`src/rtl/kyber_pkg.sv`:
```
// Shared constants and FSM encoding for the Kyber public-key byte unpacker.
// UNPACK_SEED_EN adds the SEED state for rho forwarding.
package kyber_pkg;

    localparam int unsigned KYBER_N         = 256;
    localparam int unsigned POLY_T_BYTES    = 320;
    localparam int unsigned GROUP_BYTES     = 5;
    localparam int unsigned SEED_BYTES      = 32;
    localparam int unsigned GROUPS_PER_POLY = POLY_T_BYTES / GROUP_BYTES;
    localparam int unsigned GROUP_W         = GROUP_BYTES * 8;
    localparam int unsigned BYTE_CNT_W      = 3;
    localparam int unsigned GRP_IDX_W       = 8;
    localparam int unsigned SEED_CNT_W      = $clog2(SEED_BYTES);

    typedef enum logic [1:0] {
        IDLE = 2'd0,
        POLY = 2'd1,
`ifdef UNPACK_SEED_EN
        SEED = 2'd2,
`endif
        DONE = 2'd3
    } unpack_state_e;

    typedef logic [GROUP_W-1:0] group_t;

endpackage

```
`src/rtl/pk_byte_unpacker_if.sv`:
```
// Byte-in / group-out bus of the public-key unpacker, plus start/busy/done.
// Seed forwarding signals exist only under UNPACK_SEED_EN.
interface pk_byte_unpacker_if import kyber_pkg::*; ();

    logic                 start;
    logic [7:0]           in_data;
    logic                 in_valid;
    logic                 in_ready;
    group_t               a;
    logic                 a_valid;
    logic                 a_ready;
    logic [GRP_IDX_W-1:0] grp_idx;
`ifdef UNPACK_SEED_EN
    logic [7:0]           seed_data;
    logic                 seed_valid;
`endif
    logic                 busy;
    logic                 done;

    modport master (
        input  start, in_data, in_valid, a_ready,
`ifdef UNPACK_SEED_EN
        output seed_data, seed_valid,
`endif
        output in_ready, a, a_valid, grp_idx, busy, done
    );

    modport slave (
        output start, in_data, in_valid, a_ready,
`ifdef UNPACK_SEED_EN
        input  seed_data, seed_valid,
`endif
        input  in_ready, a, a_valid, grp_idx, busy, done
    );

endinterface

```
`src/rtl/pk_byte_unpacker_group_shifter.sv`:
```
// byte_group_shifter: collects 5 bytes into one 40-bit group, oldest byte in the MSBs.
// Only four bytes are stored; the fifth joins combinationally so the group loads on its own edge.
module byte_group_shifter import kyber_pkg::*; (
    input  logic       clk,
    input  logic       rst_n,
    input  logic       i_clr,
    input  logic       i_shift,
    input  logic [7:0] i_byte,
    output group_t     o_group_c,
    output logic       o_grp_done_c
);

    logic [GROUP_W-9:0]    r_sr;
    logic [BYTE_CNT_W-1:0] r_cnt;
    logic                  w_last;

    assign w_last       = (r_cnt == BYTE_CNT_W'(GROUP_BYTES - 1));
    assign o_grp_done_c = i_shift && w_last;
    assign o_group_c    = {r_sr, i_byte};

    always_ff @(posedge clk or negedge rst_n) begin
        if (!rst_n) begin
            r_sr  <= '0;
            r_cnt <= '0;
        end else if (i_clr) begin
            r_sr  <= '0;
            r_cnt <= '0;
        end else if (i_shift) begin
            r_sr  <= {r_sr[GROUP_W-17:0], i_byte};
            r_cnt <= w_last ? '0 : r_cnt + BYTE_CNT_W'(1);
        end
    end

endmodule

```
`src/rtl/pk_byte_unpacker.sv`:
```
// Kyber public-key unpacker: splits the byte stream into 5-byte t groups with a
// valid/ready output stage; UNPACK_SEED_EN forwards the trailing 32 rho bytes.
module pk_byte_unpacker import kyber_pkg::*; #(
    parameter int unsigned KYBER_K = 2
) (
    input  logic                 clk,
    input  logic                 rst_n,
    pk_byte_unpacker_if.master   bus
);

    localparam int unsigned          N_GROUPS = GROUPS_PER_POLY * KYBER_K;
    localparam logic [GRP_IDX_W-1:0] LAST_IDX = GRP_IDX_W'(N_GROUPS - 1);

    unpack_state_e        r_state;
    unpack_state_e        w_state_nxt;
    group_t               r_a;
    group_t               w_group;
    logic                 r_a_valid;
    logic [GRP_IDX_W-1:0] r_grp_idx;
    logic [GRP_IDX_W-1:0] w_idx_inc;
    logic [GRP_IDX_W-1:0] w_load_idx;
    logic                 r_all_in;
    logic                 w_in_ready;
    logic                 w_busy;
    logic                 w_done;
    logic                 w_clr;
    logic                 w_accept;
    logic                 w_poly_shift;
    logic                 w_grp_done;
    logic                 w_a_take;
`ifdef UNPACK_SEED_EN
    logic [7:0]            r_seed_data;
    logic                  r_seed_valid;
    logic [SEED_CNT_W-1:0] r_seed_cnt;
    logic                  w_seed_acc;
`endif

    assign w_accept     = bus.in_valid && w_in_ready;
    assign w_poly_shift = w_accept && (r_state == POLY);
    assign w_a_take     = r_a_valid && bus.a_ready;
    assign w_idx_inc    = (r_grp_idx == LAST_IDX) ? '0 : r_grp_idx + GRP_IDX_W'(1);
    // Index the completing group will carry once it reaches the output register.
    assign w_load_idx   = r_a_valid ? w_idx_inc : r_grp_idx;

    byte_group_shifter u_shifter (
        .clk          (clk),
        .rst_n        (rst_n),
        .i_clr        (w_clr),
        .i_shift      (w_poly_shift),
        .i_byte       (bus.in_data),
        .o_group_c    (w_group),
        .o_grp_done_c (w_grp_done)
    );

    // State register
    always_ff @(posedge clk or negedge rst_n) begin
        if (!rst_n) r_state <= IDLE;
        else        r_state <= w_state_nxt;
    end

    // Next-state logic
    always_comb begin
        w_state_nxt = r_state;
        case (r_state)
            IDLE: if (bus.start) w_state_nxt = POLY;
            POLY: begin
                if (w_a_take && (r_grp_idx == LAST_IDX)) begin
`ifdef UNPACK_SEED_EN
                    w_state_nxt = SEED;
`else
                    w_state_nxt = DONE;
`endif
                end
            end
`ifdef UNPACK_SEED_EN
            SEED: if (w_seed_acc && (r_seed_cnt == SEED_CNT_W'(SEED_BYTES - 1))) w_state_nxt = DONE;
`endif
            DONE:    w_state_nxt = IDLE;
            default: w_state_nxt = IDLE;
        endcase
    end

    // State-decoded outputs; in POLY no byte is taken once the final group is loaded.
    always_comb begin
        w_in_ready = 1'b0;
        w_busy     = (r_state != IDLE);
        w_done     = (r_state == DONE);
        w_clr      = (r_state == IDLE) && bus.start;
        case (r_state)
            POLY:    w_in_ready = !(r_a_valid && !bus.a_ready) && !r_all_in;
`ifdef UNPACK_SEED_EN
            SEED:    w_in_ready = 1'b1;
`endif
            default: w_in_ready = 1'b0;
        endcase
    end

    // Group output stage
    always_ff @(posedge clk or negedge rst_n) begin
        if (!rst_n) begin
            r_a       <= '0;
            r_a_valid <= 1'b0;
            r_grp_idx <= '0;
            r_all_in  <= 1'b0;
        end else if (w_clr) begin
            r_a_valid <= 1'b0;
            r_grp_idx <= '0;
            r_all_in  <= 1'b0;
        end else begin
            if (w_a_take) r_grp_idx <= w_idx_inc;
            if (w_grp_done) begin
                r_a       <= w_group;
                r_a_valid <= 1'b1;
                if (w_load_idx == LAST_IDX) r_all_in <= 1'b1;
            end else if (w_a_take) begin
                r_a_valid <= 1'b0;
            end
        end
    end

`ifdef UNPACK_SEED_EN
    assign w_seed_acc = w_accept && (r_state == SEED);

    // Seed pass-through, no backpressure
    always_ff @(posedge clk or negedge rst_n) begin
        if (!rst_n) begin
            r_seed_data  <= '0;
            r_seed_valid <= 1'b0;
            r_seed_cnt   <= '0;
        end else begin
            r_seed_valid <= w_seed_acc;
            if (w_seed_acc) r_seed_data <= bus.in_data;
            if (w_clr)           r_seed_cnt <= '0;
            else if (w_seed_acc) r_seed_cnt <= r_seed_cnt + SEED_CNT_W'(1);
        end
    end

    assign bus.seed_data  = r_seed_data;
    assign bus.seed_valid = r_seed_valid;
`endif

    assign bus.in_ready = w_in_ready;
    assign bus.a        = r_a;
    assign bus.a_valid  = r_a_valid;
    assign bus.grp_idx  = r_grp_idx;
    assign bus.busy     = w_busy;
    assign bus.done     = w_done;

endmodule

```
`src/flat_wrapper.sv`:
```
// flat-port wrapper written by rule: the top's interface ports become plain ports
module pk_byte_unpacker_flat import kyber_pkg::*;
#(
    parameter int unsigned KYBER_K = 2
)
  (clk, rst_n, bus_start, bus_in_data, bus_in_valid, bus_a_ready, bus_in_ready, bus_a, bus_a_valid, bus_grp_idx, bus_busy, bus_done);
  pk_byte_unpacker_if bus_i ();
  input  logic clk;
  input  logic rst_n;
  input wire logic [$bits(bus_i.start)-1:0] bus_start;
  input wire logic [$bits(bus_i.in_data)-1:0] bus_in_data;
  input wire logic [$bits(bus_i.in_valid)-1:0] bus_in_valid;
  input wire logic [$bits(bus_i.a_ready)-1:0] bus_a_ready;
  output wire logic [$bits(bus_i.in_ready)-1:0] bus_in_ready;
  output wire logic [$bits(bus_i.a)-1:0] bus_a;
  output wire logic [$bits(bus_i.a_valid)-1:0] bus_a_valid;
  output wire logic [$bits(bus_i.grp_idx)-1:0] bus_grp_idx;
  output wire logic [$bits(bus_i.busy)-1:0] bus_busy;
  output wire logic [$bits(bus_i.done)-1:0] bus_done;
  assign bus_i.start = bus_start;
  assign bus_i.in_data = bus_in_data;
  assign bus_i.in_valid = bus_in_valid;
  assign bus_i.a_ready = bus_a_ready;
  assign bus_in_ready = bus_i.in_ready;
  assign bus_a = bus_i.a;
  assign bus_a_valid = bus_i.a_valid;
  assign bus_grp_idx = bus_i.grp_idx;
  assign bus_busy = bus_i.busy;
  assign bus_done = bus_i.done;
  pk_byte_unpacker #(.KYBER_K(KYBER_K)) u_core (.clk(clk), .rst_n(rst_n), .bus(bus_i));
endmodule
```
`config.mk`:
```
export PLATFORM = sky130hd
export DESIGN_NAME = pk_byte_unpacker_flat
export DESIGN_NICKNAME = d
export VERILOG_FILES = /design/src/rtl/kyber_pkg.sv /design/src/rtl/pk_byte_unpacker_if.sv /design/src/rtl/pk_byte_unpacker_group_shifter.sv /design/src/rtl/pk_byte_unpacker.sv /design/src/flat_wrapper.sv
export SDC_FILE = /design/constraint.sdc
export NUM_CORES = 1
export LEC_CHECK = 0
export ABC_AREA = 1
export CORE_MARGIN = 2
export CORE_UTILIZATION = 47
export DETAILED_ROUTE_END_ITERATION = 10
export PLACE_DENSITY = 0.76
export SYNTH_ARGS = -nofsm -noshare
export SYNTH_HDL_FRONTEND = slang
export SYNTH_SLANG_ARGS = --single-unit
```
`constraint.sdc`:
```
create_clock -name clk -period 1.32 [get_ports clk]
set_clock_uncertainty 0.05 [all_clocks]
set_input_delay 0.33 -clock clk [delete_from_list [all_inputs] [get_ports clk]]
set_output_delay 0.33 -clock clk [all_outputs]
set_load 0.02 [all_outputs]
```
After elaboration in Yosys (flattened, before gate mapping)
Index checks and enable logic that the tools add are counted.

Reductions and logical operators: 21. Add/subtract/negate cells: 2. Muxes and demuxes: 19. Bitwise gates (word level): 1. Eq/ne operators: 7.

Operators with widths (count): 2-to-1 mux 32 bit (2); 2-to-1 mux 8 bit (4); equality test 8 x 7 -> 1 bit (second input constant) (2); nonzero test 2 bit (5); 2-to-1 mux 3 bit (3); adder 8 x 1 -> 8 bit (second input constant) (1); logical AND 1 bit (8); 2-to-1 mux 1 bit (7); AND reduction 2 bit (3); 2-to-1 mux 2 bit (2); inequality test 2 bit (second input constant) (2); case mux 2 bit (2 select lines) (1); adder 3 x 1 -> 3 bit (second input constant) (1); equality test 3 bit (second input constant) (1); zero test 1 bit (3); nonzero test 3 bit (1); equality test 2 x 1 -> 1 bit (second input constant) (1); equality test 2 bit (second input constant) (1); zero test 2 bit (1); NOT 1 bit (1).

Register bits: 87. Output and inout port bits: 52. Logic and storage cells: 57. Input port bits: 13.

Depth between registers and ports, before layout
Word-level depth: 10. Depth in mapped cells: 10. Depth with buffers taken out: 10.

Cells and area by module
From an unflattened synthesis, not the netlist that was laid out.

Cells, all modules: 342. Area, all modules: 3872.5 um2.

By module, submodules not included: pk_byte_unpacker (seq. area each 1301.2 um2, instances 1, area each 2404.8 um2, cells an instance 183); byte_group_shifter (seq. area each 875.8 um2, instances 1, area each 1467.7 um2, cells an instance 159).

Worst setup path before layout
No wires, ideal clock.

Kind: reg2reg. Start: reg u_core.r_a_valid, in the netlist u_core.bus.a_valid. End: reg u_core.r_a[10], in the netlist u_core.bus.a[10]. Cell stages (with the launch flop): 9. Period minus slack after synthesis: 1.708 ns. Slack: -0.388 ns. Library setup time: 0.130 ns. Required time: 1.140 ns. Buffers on the path: 2. Arrival: 1.528 ns. Cells stage by stage: dfrtp_1 inv_1 nor2_1 nor3_4 nand4_2 buf_6 buf_4 nand2_1 o21ai_1.

Longest elaborated chain between the ends: 8.

RTL lines: start: declaration (RTL line pk_byte_unpacker.sv:18) `logic r_a_valid;`; start signal: assignment (RTL line pk_byte_unpacker.sv:102) `r_a_valid <= 1'b0;`; start signal: assignment (RTL line pk_byte_unpacker.sv:106) `r_a_valid <= 1'b0;`; start signal: assignment (RTL line pk_byte_unpacker.sv:113) `r_a_valid <= 1'b1;`; logical AND 1 bit (RTL line pk_byte_unpacker.sv:90) `POLY: w_in_ready = !(r_a_valid && !bus.a_ready) && !r_all_in;`; zero test 1 bit (RTL line pk_byte_unpacker.sv:90); logical AND 1 bit (RTL line pk_byte_unpacker.sv:90); 2-to-1 mux 1 bit (RTL line pk_byte_unpacker.sv:89) `case (r_state)`; via bus_in_ready (RTL line flat_wrapper.sv:14) `output wire logic [$bits(bus_i.in_ready)-1:0] bus_in_ready;`; logical AND 1 bit (RTL line pk_byte_unpacker.sv:38) `assign w_accept = bus.in_valid && w_in_ready;`; logical AND 1 bit (RTL line pk_byte_unpacker.sv:39) `assign w_poly_shift = w_accept && (r_state == POLY);`; logical AND 1 bit (RTL line pk_byte_unpacker_group_shifter.sv:18) `assign o_grp_done_c = i_shift && w_last;`; AND reduction 2 bit (no line); end signal: assignment (RTL line pk_byte_unpacker.sv:112) `r_a <= w_group;`; end: declaration (RTL line pk_byte_unpacker.sv:16) `group_t r_a;`.

The timed path passes the listed nets, and every way through them passes these cells. A chain may end at the register's enable or synchronous reset.

Worst setup path in the final report
Start: reg u_core.r_a_valid, in the netlist u_core.bus.a_valid. End: reg u_core.r_a[9], in the netlist u_core.bus.a[9].

Longest elaborated chain between the ends: 8.

RTL lines (RTL line): logical AND 1 bit (pk_byte_unpacker.sv:90); zero test 1 bit (pk_byte_unpacker.sv:90); logical AND 1 bit (pk_byte_unpacker.sv:90); 2-to-1 mux 1 bit (pk_byte_unpacker.sv:89); logical AND 1 bit (pk_byte_unpacker.sv:38); logical AND 1 bit (pk_byte_unpacker.sv:39); logical AND 1 bit (pk_byte_unpacker_group_shifter.sv:18); AND reduction 2 bit (no line).

Every way passes these cells.

==> results.json <==
{
  "violations": "setup timing",
  "drive_gt1_frac": 0.329,
  "clockRootBuffer": "clkbuf_8",
  "initial_core_util": 0.485,
  "postLayoutCoreUtil": 0.698,
  "yosysWarningCount": 0,
  "multi_input_area_um2": 1200,
  "worst_hold_startpoint": "bus_a_ready",
  "vias_per_cell": 5.09,
  "start_kind": "register",
  "end_kind": "register",
  "synthXorXnorAreaFrac": 0.00498,
  "worstPathArrival_ps": 1890,
  "synthTopCellsByCount": "nand2_1 (98), dfrtp_1 (87), inv_1 (50)",
  "rows": 31,
  "r2r-end": "u_core.bus.a[9]",
  "die_h_um": 90.5,
  "slew-limit-headroom": 0.704,
  "powerDensity_nw_per_um2": 2260,
  "synth.area.mux_share": 0,
  "whs_endpoint": "u_core.bus.a_valid",
  "synth_top_family_by_area": "simple AND/OR/NAND/NOR gates",
  "finalSetupTns_ps": -25350,
  "r2r-start": "u_core.bus.a_valid",
  "synth_adder_area_share": 0.0107,
  "reg2reg_depth": 9,
  "drt-total-wl_mm": 8.40,
  "vias": 3013,
  "hold_ws_ps": 410,
  "dp_slack_ps": -800,
  "firstDrtPassIters": 4,
  "cap_viol_max_count": 0,
  "outcome": "finished with violations",
  "final_area_um2": 5060,
  "design.core.area_um2": 7250,
  "worstPathRequired_ps": 1520,
  "yosys.area.top_type": "dfrtp_1",
  "synthFlopType": "dfrtp_1",
  "max_freq_mhz": 591,
  "synth_area_um2": 3520,
  "critPathMaxFanout": 11,
  "place.detailed.hpwl_mm": 5.02,
  "area_growth_pct": 43.9,
  "synth_compound_area_frac": 0.121,
  "finalCritPeriodShare": 1.28,
  "diodes": 0,
  "ioPinCount": 65,
  "chipWidth_um": 90.5,
  "antenna_found_initial": 0,
  "final_cells": 592,
  "yosysMostFrequentCell": "nand2_1",
  "layout_setup_ws_ps": -371,
  "remaining_drc_errors": 0,
  "r2r_slack_ps": -370,
  "overflow": 0,
  "p_total_mw": 11.5,
  "synth_seq_area_share": 0.619,
  "yosys.area_share.simple": 0.163,
  "placed_area_um2": 4540,
  "ys_async_sr_fraction": 1.00,
  "finalCriticalPeriod_ps": 1690,
  "synth-seq-cells": 87,
  "avgSynthCellArea_um2": 9.43,
  "area.sequential_um2": 2180,
  "slew_viol_final": 0,
  "slowest_stage": "dfrtp_2",
  "critical_path_class": "register to register",
  "nets": 504,
  "power_leakage_nw": 2.54,
  "clock_path_buffers": 2,
  "drt_iter0_markers": 185,
  "die_area_um2": 8190,
  "grt_pass1_wl_mm": 13.1,
  "min_path_type": "input pin to register",
  "io_buffers": 64,
  "cts_buffers": 9,
  "cts.htree.levels": 3,
  "syn-num-nets": 389,
  "cts_sinks": 87,
  "synth_cell_types": 25,
  "crit_chain": "inv_2 > nor2_4 > nor3_4 > buf_6 > nand4_4 > buf_12 > clkbuf_16 > nand2_1 > o21ai_1",
  "synth_edf_count": 0,
  "gp_congestion": 0.913,
  "synth_top_area_share": 0.619,
  "ant_nets": 0,
  "worst_skew_pair.late_latency_ps": 360,
  "nFillCells": 542,
  "syn_inst": 373,
  "cts_tree": "done",
  "rsz0062_at_grt": "yes",
  "clk_pin_slew_ps": 90,
  "setup_violations": 90,
  "ir_drop_v": 0.00125,
  "grt_pass1_vias": 2815,
  "grt_usage": 0.198,
  "synth_top_cells_by_area": "dfrtp_1 (62%), nand2_1 (10%), inv_1 (5.3%)",
  "place_inst": 556,
  "grt_max_degree": 88,
  "worst_pin_slew_ps": 444,
  "hold_viol_final": 0,
  "routedWlPerCell_um": 14.2,
  "cpPeakStageDelay_ps": 420,
  "hold_depth": 4
}
-- worst max-delay path by stage --
| stage | cells past startpoint | to | slack, ps | startpoint |
|---|---|---|---|---|
| CTS | 4 | bus_in_ready | -300 | u_core.bus.a_valid |
| global placement | 4 | bus_in_ready | -820 | bus_a_ready |
| detailed placement | 4 | bus_in_ready | -800 | bus_a_ready |
| global route | 10 | u_core.u_shifter.r_cnt[2] | -430 | u_core.r_state[1] |
| finish | 9 | u_core.bus.a[9] | -370 | u_core.bus.a_valid |
| floorplan | 8 | u_core.bus.a[19] | -350 | u_core.bus.a_valid |
-- area by class of cell --
class                      count  area share
clock inverter                 6      0.0131
timing repair buffer         118       0.225
clock buffer                  10      0.0272
tap                           99      0.0245
multi-input combinational    220       0.237
sequential                    87       0.431
inverter                      52      0.0425
-- power by group --
part           switching, mW  total [mW]  leakage (nW)  internal, mW
combinational           2.78        5.20          1.33          2.42
sequential             0.648        4.35          1.10          3.70
clock                  0.972        1.91         0.107         0.937
total                   4.40        11.5          2.54          7.06
-- sequential cells by signal, indices dropped and copies added, names as in the netlist --
signal / flops
u_core.bus.grp_idx: 8
u_core.r_state: 2
u_core.bus.a: 40
u_core.r_all_in: 1
u_core.bus.a_valid: 1
u_core.u_shifter.r_sr: 32
u_core.u_shifter.r_cnt: 3
-- kinds of logic (layout without fill, tap and decap cells) --
family / after synthesis / count (layout)
simple gates: 138 / 138
fa+ha+maj: 3 / 3
flops: 87 / 87
compound gates: 77 / 77
buf+inv: 66 / 186
xor+xnor: 2 / 2
-- metal layers --
layer / up-vias / track usage / part of all wire
met1: 1428 / 0.275 / 0.43
li1: 1449 / - / -
met5: - / 0 / 0
met2: 110 / 0.295 / 0.47
met3: 26 / 0.0584 / 0.065
met4: 0 / 0.0795 / 0.027
-- cell usage in the layout, fill, tap and decap left out, drive strengths merged --
master / synthesis / layout
a21oi: 2 / 2
o21bai: 1 / 1
dfrtp: 87 / 87
buf: 9 / 104
xor2: 1 / 1
o22ai: 22 / 22
nor2: 14 / 14
ha: 3 / 3
nand3: 20 / 20
o21ai: 49 / 49
xnor2: 1 / 1
clkinv: 1 / 5
clkbuf: 5 / 12
bufinv: 0 / 1
nand2: 100 / 100
nand4: 1 / 1
inv: 51 / 52
dlygate4sd3: 0 / 1
clkdlybuf4s50: 0 / 10
nor3: 3 / 3
o31ai: 3 / 3
dlygate4sd2: 0 / 1
-- repair_timing --
item                                    in CTS  in global routing
gates resized for setup                    250                 78
hold endpoints to repair                    87                  0
gates cloned                                 0                  5
setup buffers                                2                 13
pin swaps                                    3                  2
hold buffers                                 1                  0
endpoints found under the setup margin     138                124
-- critical path: cells and delay by family, from the launching register on --
family / cells / cell delay (ps)
buf+inv: 4 / 570
simple gates: 4 / 470
flops: 1 / 420
compound gates: 1 / 50
(Power assumes the default switching activity.)
